File: src/rtl/keypad_matrix_emulator.sv
// 4x4 hex keypad responder: holds an accepted key closed for HOLD_CYCLES, then open for GAP_CYCLES.
// Latency: contact closes the cycle after accept; o_Col is combinational from i_Row. Backpressure: o_Ready only in IDLE.
// Optional contact bounce bursts around press/release when KEYPAD_BOUNCE_EN is defined.
module keypad_matrix_emulator #(
    parameter int CNT_W         = 21,
    parameter int HOLD_CYCLES   = 1500000,
    parameter int GAP_CYCLES    = 1500000,
    parameter int BOUNCE_PERIOD = 50000,
    parameter int BOUNCE_NUM    = 4
) (
    input  logic       i_Clk,
    input  logic       i_Rst,
    input  logic [3:0] i_Row,
    input  logic [3:0] i_Key,
    input  logic       i_Valid,
    output logic       o_Ready,
    output logic [3:0] o_Col,
    output logic       o_KeyDown,
    output logic       o_Busy,
    output logic       o_Done
);

    localparam int HOLD_EFF = (HOLD_CYCLES == 0) ? 1 : HOLD_CYCLES;
    localparam int GAP_EFF  = (GAP_CYCLES == 0) ? 1 : GAP_CYCLES;
    localparam logic [CNT_W-1:0] HOLD_LOAD = CNT_W'(HOLD_EFF - 1);
    localparam logic [CNT_W-1:0] GAP_LOAD  = CNT_W'(GAP_EFF - 1);
    localparam logic             GAP_ONE   = (GAP_EFF == 1);

`ifdef KEYPAD_BOUNCE_EN
    localparam int BP_EFF = (BOUNCE_PERIOD == 0) ? 1 : BOUNCE_PERIOD;
    localparam logic [CNT_W-1:0] BP_LOAD = CNT_W'(BP_EFF - 1);
    localparam int PH_W = (BOUNCE_NUM > 0) ? $clog2(2 * BOUNCE_NUM) : 1;
    localparam logic [PH_W-1:0] PH_LAST = PH_W'(2 * BOUNCE_NUM - 1);

    typedef enum logic [2:0] {S_IDLE, S_PRESS_B, S_HOLD, S_REL_B, S_GAP} state_t;
    logic [PH_W-1:0] phase;
`else
    typedef enum logic [1:0] {S_IDLE, S_HOLD, S_GAP} state_t;
`endif

    state_t           state;
    logic [CNT_W-1:0] cnt;
    logic [3:0]       key;

    always_ff @(posedge i_Clk or negedge i_Rst) begin
        if (!i_Rst) begin
            state     <= S_IDLE;
            cnt       <= '0;
            key       <= 4'h0;
            o_KeyDown <= 1'b0;
            o_Ready   <= 1'b1;
            o_Busy    <= 1'b0;
            o_Done    <= 1'b0;
`ifdef KEYPAD_BOUNCE_EN
            phase     <= '0;
`endif
        end else begin
            o_Done <= 1'b0;
            case (state)
                S_IDLE: begin
                    if (i_Valid) begin
                        key       <= i_Key;
                        o_Ready   <= 1'b0;
                        o_Busy    <= 1'b1;
                        o_KeyDown <= 1'b1;
`ifdef KEYPAD_BOUNCE_EN
                        phase     <= '0;
                        if (BOUNCE_NUM > 0) begin
                            state <= S_PRESS_B;
                            cnt   <= BP_LOAD;
                        end else begin
                            state <= S_HOLD;
                            cnt   <= HOLD_LOAD;
                        end
`else
                        state     <= S_HOLD;
                        cnt       <= HOLD_LOAD;
`endif
                    end
                end
`ifdef KEYPAD_BOUNCE_EN
                // Even phases match the burst's leading level: closed on press, open on release.
                S_PRESS_B: begin
                    if (cnt == '0) begin
                        if (phase == PH_LAST) begin
                            state     <= S_HOLD;
                            cnt       <= HOLD_LOAD;
                            o_KeyDown <= 1'b1;
                        end else begin
                            phase     <= phase + 1'b1;
                            cnt       <= BP_LOAD;
                            o_KeyDown <= ~o_KeyDown;
                        end
                    end else begin
                        cnt <= cnt - 1'b1;
                    end
                end
                S_REL_B: begin
                    if (cnt == '0) begin
                        if (phase == PH_LAST) begin
                            state     <= S_GAP;
                            cnt       <= GAP_LOAD;
                            o_KeyDown <= 1'b0;
                            o_Done    <= GAP_ONE;
                        end else begin
                            phase     <= phase + 1'b1;
                            cnt       <= BP_LOAD;
                            o_KeyDown <= ~o_KeyDown;
                        end
                    end else begin
                        cnt <= cnt - 1'b1;
                    end
                end
`endif
                S_HOLD: begin
                    if (cnt == '0) begin
                        o_KeyDown <= 1'b0;
`ifdef KEYPAD_BOUNCE_EN
                        phase     <= '0;
                        if (BOUNCE_NUM > 0) begin
                            state <= S_REL_B;
                            cnt   <= BP_LOAD;
                        end else begin
                            state  <= S_GAP;
                            cnt    <= GAP_LOAD;
                            o_Done <= GAP_ONE;
                        end
`else
                        state     <= S_GAP;
                        cnt       <= GAP_LOAD;
                        o_Done    <= GAP_ONE;
`endif
                    end else begin
                        cnt <= cnt - 1'b1;
                    end
                end
                S_GAP: begin
                    if (cnt == '0) begin
                        state   <= S_IDLE;
                        o_Ready <= 1'b1;
                        o_Busy  <= 1'b0;
                    end else begin
                        cnt <= cnt - 1'b1;
                        // Flag the final gap cycle one edge early so o_Done stays registered.
                        o_Done <= (cnt == CNT_W'(1));
                    end
                end
                default: begin
                    state <= S_IDLE;
                end
            endcase
        end
    end

    always_comb begin
        o_Col = 4'b1111;
        if (o_KeyDown && !i_Row[key[3:2]]) begin
            o_Col[key[1:0]] = 1'b0;
        end
    end

endmodule
File: config.mk
export PLATFORM = sky130hd
export DESIGN_NAME = keypad_matrix_emulator
export DESIGN_NICKNAME = d
export VERILOG_FILES = /design/src/rtl/keypad_matrix_emulator.sv
export SDC_FILE = /design/constraint.sdc
export NUM_CORES = 1
export LEC_CHECK = 0
export CAP_MARGIN = 30
export CORE_UTILIZATION = 24
export CTS_BUF_LIST = sky130_fd_sc_hd__clkbuf_8 sky130_fd_sc_hd__clkbuf_16
export DETAILED_ROUTE_END_ITERATION = 12
export GPL_ROUTABILITY_DRIVEN = 0
export GPL_TIMING_DRIVEN = 1
export PLACE_DENSITY_LB_ADDON = 0.15
export SLEW_MARGIN = 20
export SYNTH_ARGS = -nofsm -noshare
export SYNTH_HDL_FRONTEND = slang
export SYNTH_SLANG_ARGS = --single-unit
File: constraint.sdc
create_clock -name i_Clk -period 2.13 [get_ports i_Clk]
set_input_delay 0.213 -clock i_Clk [delete_from_list [all_inputs] [get_ports i_Clk]]
set_output_delay 0.213 -clock i_Clk [all_outputs]
set_load 0.02 [all_outputs]
== Word level (Yosys, flattened, before mapping) ==
Index checks and enable logic that the tools add are counted.
Word-level totals
  register bits after elaboration: 31
Cells by class
  add/sub/neg operators: 1
  $lt $le $gt $ge: 3
  eq/ne operators: 7
  mux-type cells: 22
  bitwise gates (word level): 1
  reduce and logical (&&, ||, !) cells: 13
Operators with widths (count)
  21-bit two-way mux: 3
  21-bit case mux with 3 select lines: 1
  21-bit by 1-bit equality test with 1-bit output (second input constant): 1
  21-bit logical NOT: 1
  21-bit by 1-bit subtractor with 21-bit output (second input constant): 1
  3-bit AND reduction: 4
  1-bit two-way mux: 8
  2-bit inequality test (second input constant): 4
  2-bit by 3-bit < comparator with 1-bit output (second input constant): 2
  2-bit two-way mux: 3
  1-bit case mux with 2 select lines: 3
  2-bit case mux with 3 select lines: 1
  4-bit two-way mux: 1
  4-bit inverter: 1
  2-bit nonzero test: 2
  3-bit nonzero test: 1
  1-bit binary-select mux with 2-bit select: 1
  1-bit demux with 2-bit select: 1
  2-bit by 1-bit equality test with 1-bit output (second input constant): 1
  2-bit equality test (second input constant): 1
  2-bit by 1-bit greater-or-equal comparator with 1-bit output (second input constant): 1
  1-bit logical AND: 2
  2-bit logical NOT: 1
  2-bit AND reduction: 1
  1-bit logical NOT: 1

== Longest topological paths before layout ==
  word-level depth: 6
  gate-level depth with buffers: 9
  mapped depth without buffers: 7

== Least setup slack after synthesis ==
No wires, ideal clock.
  path kind: register to register
  start point: register cnt[0]
  end point: register cnt[11]
  library setup time: 78 ps
  arrival: 1943 ps
  required time: 2052 ps
  path slack: 109 ps
  stages on the path, launching flop included: 10
  buffers on the path: 2
  clock period less this slack: 2021 ps
  cell sequence: dfrtp_1 inv_1 ha_1 nor3b_1 and4_1 a21o_1 buf_4 buf_2 o21ai_0 a21oi_1
Between the ends
  word-level cells in the longest chain between the ends: 3
RTL lines
  from (decl): RTL line 42  | logic [CNT_W-1:0] cnt;
  from (signal assigned): RTL line 134  | cnt <= cnt - 1'b1;
  from (signal assigned): RTL line 143  | cnt <= cnt - 1'b1;
  21-bit by 1-bit subtractor with 21-bit output or 21-bit logical NOT (tied branches)
  21-bit two-way mux, or another cell as far along: RTL line 138  | if (cnt == '0) begin
  21-bit case mux with 3 select lines or 3-bit AND reduction (tied branches)
Several ways; a longest one is shown, not always the timed one. The select of a mux whose other input is x is not followed.
A chain may end at the register's enable or synchronous reset.

== Final worst setup path ==
  start point: register state[0]
  end point: register cnt[5]
Between the ends
  word-level cells in the longest chain between the ends: 3
RTL lines
  from (decl): RTL line 41  | state_t state;
  from (signal assigned): RTL line 47  | state <= S_IDLE;
  from (signal assigned): RTL line 76  | state <= S_HOLD;
  from (signal assigned): RTL line 129  | state <= S_GAP;
  2-bit equality test, or another cell as far along: RTL line 59  | case (state)
  2-bit inequality test (no line) or 3-bit nonzero test (tied branches)
  3-bit AND reduction (no line)
Several ways; a longest one is shown, not always the timed one.

==> results.md <==
- GR met3 Demand/Resource: 0.03232
- Router iterations before antenna repair: 4
- Yosys top cell area share: 0.4090
- Synth Area in XOR/XNOR: 0.009543
- Number of global-route vias before repair: around 1800
- Count of final hold-check violations: 0
- Antenna cells: 0
- Synthesis Warnings: 0
- RSZ-0062 raised after global routing: false
- Met2 usage: 0.2387
- R2R setup slack: roughly 0.13 ns
- Later-pin clock latency in the skew report: 0.29 ns
- Fmax: about 0.5 GHz
- Post-Syn Nets: 222
- First-pass GRT wire length: 8493 um
- Area growth syn-to-layout: 42.67%
- Fin Clk Skew: 0.005705 ns
- Largest area contributor in the netlist: dfrtp_1
- CTS root buffer: clkbuf_8
- FF+latch count, synth: 31
- Top-count cell post-synth: dfrtp_1
- Worst-path cell chain: inv_2, ha_2, nor2b_2, or2_4, a21o_1, buf_6, or4_4, a21oi_2
- R2r worst-path depth: 8
- Final slew viol count: 0
- Post-route DRC: 0
- M1 GR Usage: 0.1837
- Most used DFF post-synth: dfrtp_1
- Cell variety after synth: 49
- GRT Total Usage: 0.1416
- Worst relative slew slack: 0.6703
- Post-CTS Hold Fix Bufs: 0
- Crit path required time: between 2 and 2.5 ns
- Hold Path Class: input pin to asynchronous set/reset pin
- Most area-consuming cells after synthesis: dfrtp_1, a21oi_1, ha_1, nor2_1, o21ai_0
- Routed vias: between 1500 and 2000
- Compound-Gate Fraction of Synth Area: 0.2222
- Post-layout min period: around 2 ns
- Die area: about 8000 um2
- Buffer and inverter count on the worst path: 2
- Sequential area share after synthesis: 0.4233
- Layout cells sized above 1: 0.3137
- Startpoint Class: flip-flop
- CTS tree: done
- Starting DRC count in detailed routing: 65
- Final #Nets: between 200 and 300
- Adder-cell share of the synthesized area: 0.04090
- Start point of the critical path: state[0]$_DFFE_PN0P_
- Mux cell area share after synthesis: 0.03681
- Placed Area: 2427 um2
- Max cap viols: 0
- Vias/cell: between 4 and 5
- Power per cell area: 1204 nW/um2
- Post-synth EDFFs: 0
- Worst Max-Slew Pin Slew: 0.4900 ns
- Mean Syn Cell Area: 8.954 um2
- Reg-to-reg critical path startpoint: state[0]$_DFFE_PN0P_
- Worst reg2reg path endpoint: cnt[5]$_DFFE_PN0P_
- Layer with the highest usage: met2
- Outcome: complete, no violations
- Die Ht: just under 90 um
- CP Max Fanout: 6
- Crit. End Element: flip-flop
- Commonest cells in the netlist: dfrtp_1, a21oi_1, nor2_1
- CTS Buf Count: 5
- CORE AREA: ~7300 um2
- FP Rows: 31
- Antenna violations before repair: 0
- Synth async-reset ratio: 1.000
- Routed WL: around 5200 um
- Critical path's top delay family: simple AND/OR/NAND/NOR gates
- Arrival @ worst endpoint: around 2.2 ns
- Initial Util: 0.2504
- Main combinational cell family by area after synthesis: simple AND/OR/NAND/NOR gates
- CTS clock-pin slew for the worst setup and hold paths: 0.07 ns
- Final Cycle Share: 0.9404
- Port buffer count: 18
- Slowest cell delay on critical path: around 0.48 ns
- Filler Cells Inserted: approximately 760
- Layout Cell Area excl Fill: between 2000 and 3000 um2
- I/O pin cnt: 19
- Total negative slack: 0 ns
- Final ANT Viol Nets: 0
- Path type of the worst setup path: flip-flop to flip-flop
- Sink Count: 31
- Largest net degree at the start of global routing: 32
- Gr ovfl total: 0
- Leak pwr: between 1 and 1.5 nW
- Syn Std Cell Area: 1836 um2
- Die Wd: about 90 um
- Clock Path Buffers: 2
- Post-Synthesis Cells: 205
- Post-synthesis simple-gate area fraction: 0.2297
- Crit-path slowest cell: or4_4
- Worst Hold Slack: approximately 0.33 ns
- VDD IR max: about 0.00046 V
- CTS H-tree depth: 2
- Setup Viol. Count Final: 0
- Hpwl dp: between 3000 and 4000 um
- Wire per inst: roughly 14 um
- Fin util: 0.3572
-- timing repair --
item,4_1_cts,5_1_grt
gates resized for setup,9,24
endpoints found under the setup margin,11,20
setup buffers,0,4
pin swaps,1,4
gates cloned,0,0
-- flip-flops by register name, summed over array words and instances, names as in the netlist --
register / count
o_KeyDown: 1
o_Busy: 1
state: 2
o_Done: 1
o_Ready: 1
key: 4
cnt: 21
-- final cells by class --
type	instances	area [um2]	share of cell area
tap	99	123.9	0.04730
timing repair buffer	65	516.7	0.1973
clock inverter	2	35.03	0.01338
inverter	9	33.78	0.01290
sequential	31	777.0	0.2967
multi-input combinational	158	1050	0.4009
clock buffer	6	82.58	0.03153
-- per-stage QoR --
stage	setup slack (ns)	power, mW	cells
CTS	0.002712	3.097	366
floorplan	0.1090	1.798	205
global route	0.004828	3.409	370
global placement	-0.1379	2.485	358
finish	0.1270	3.153	370
detailed placement	-0.1494	2.478	358
-- logic make-up (layout without fill, tap and decap cells) --
logic type / count (synthesis) / count (layout)
xor gates and xnor gates: 2 / 2
adders and majority gates: 6 / 6
DFF: 31 / 31
buffers and inverters: 16 / 82
and+or+nand+nor: 78 / 78
muxes: 5 / 5
AOI/OAI and AO/OA: 67 / 67
-- where the power goes --
group          total [mW]  internal (mW)  leakage, nW  switching, mW
Clock               0.613          0.378       0.0612          0.235
Combinational        1.57          0.776        0.659          0.797
Sequential          0.967          0.782        0.368          0.184
Total                3.15           1.94         1.09           1.22
-- per-layer routing --
| layer | vias to the layer above | share of wire |
|---|---|---|
| li1 | 902 | - |
| met2 | 28 | 0.47 |
| met5 | - | 0 |
| met4 | 0 | 0.0073 |
| met1 | 873 | 0.48 |
| met3 | 5 | 0.038 |
-- worst reg2reg max path, stage by stage (launching register included) --
cell and delay, ns:
dfrtp_1 0.38, inv_2 0.05, ha_2 0.17, nor2b_2 0.16, or2_4 0.23, a21o_1 0.19, buf_6 0.14, or4_4 0.48
a21oi_2 0.14
-- worst max-delay path by stage --
stage	endpoint	slack, ns	depth (start not counted)
final	cnt[5]$_DFFE_PN0P_	0.13	8
after global routing	cnt[8]$_DFFE_PN0P_	0.005	9
after CTS	cnt[5]$_DFFE_PN0P_	0.003	8
after detailed placement	o_Col[0]	-0.15	5
after global placement	o_Col[0]	-0.14	5
after floorplan	cnt[11]$_DFFE_PN0P_	0.11	9
-- cells in the final DEF (no fill, tap or decap), types with 2 or more instances in the layout --
cell | netlist | routed
nand3_1 | 4 | 4
nor2_1 | 19 | 19
ha_2 | 0 | 3
clkbuf_8 | 0 | 6
a2bb2oi_1 | 2 | 2
inv_1 | 9 | 7
or4_4 | 0 | 3
mux2_2 | 4 | 4
a21oi_2 | 0 | 3
inv_2 | 0 | 2
dfrtp_1 | 30 | 30
buf_4 | 1 | 46
clkdlybuf4s50_1 | 0 | 14
o21ai_0 | 13 | 13
ha_1 | 6 | 3
nand2_1 | 10 | 10
nor4_1 | 3 | 3
clkbuf_2 | 0 | 3
or3_1 | 6 | 6
a211oi_1 | 2 | 2
o22a_1 | 4 | 4
a21oi_1 | 27 | 24
and3_1 | 2 | 2
a31oi_1 | 4 | 4
o31ai_1 | 3 | 3
nor3_1 | 12 | 11
nand4_1 | 5 | 5
a41oi_1 | 2 | 2
o211ai_1 | 2 | 2
Power figures use the tool's default switching activity.
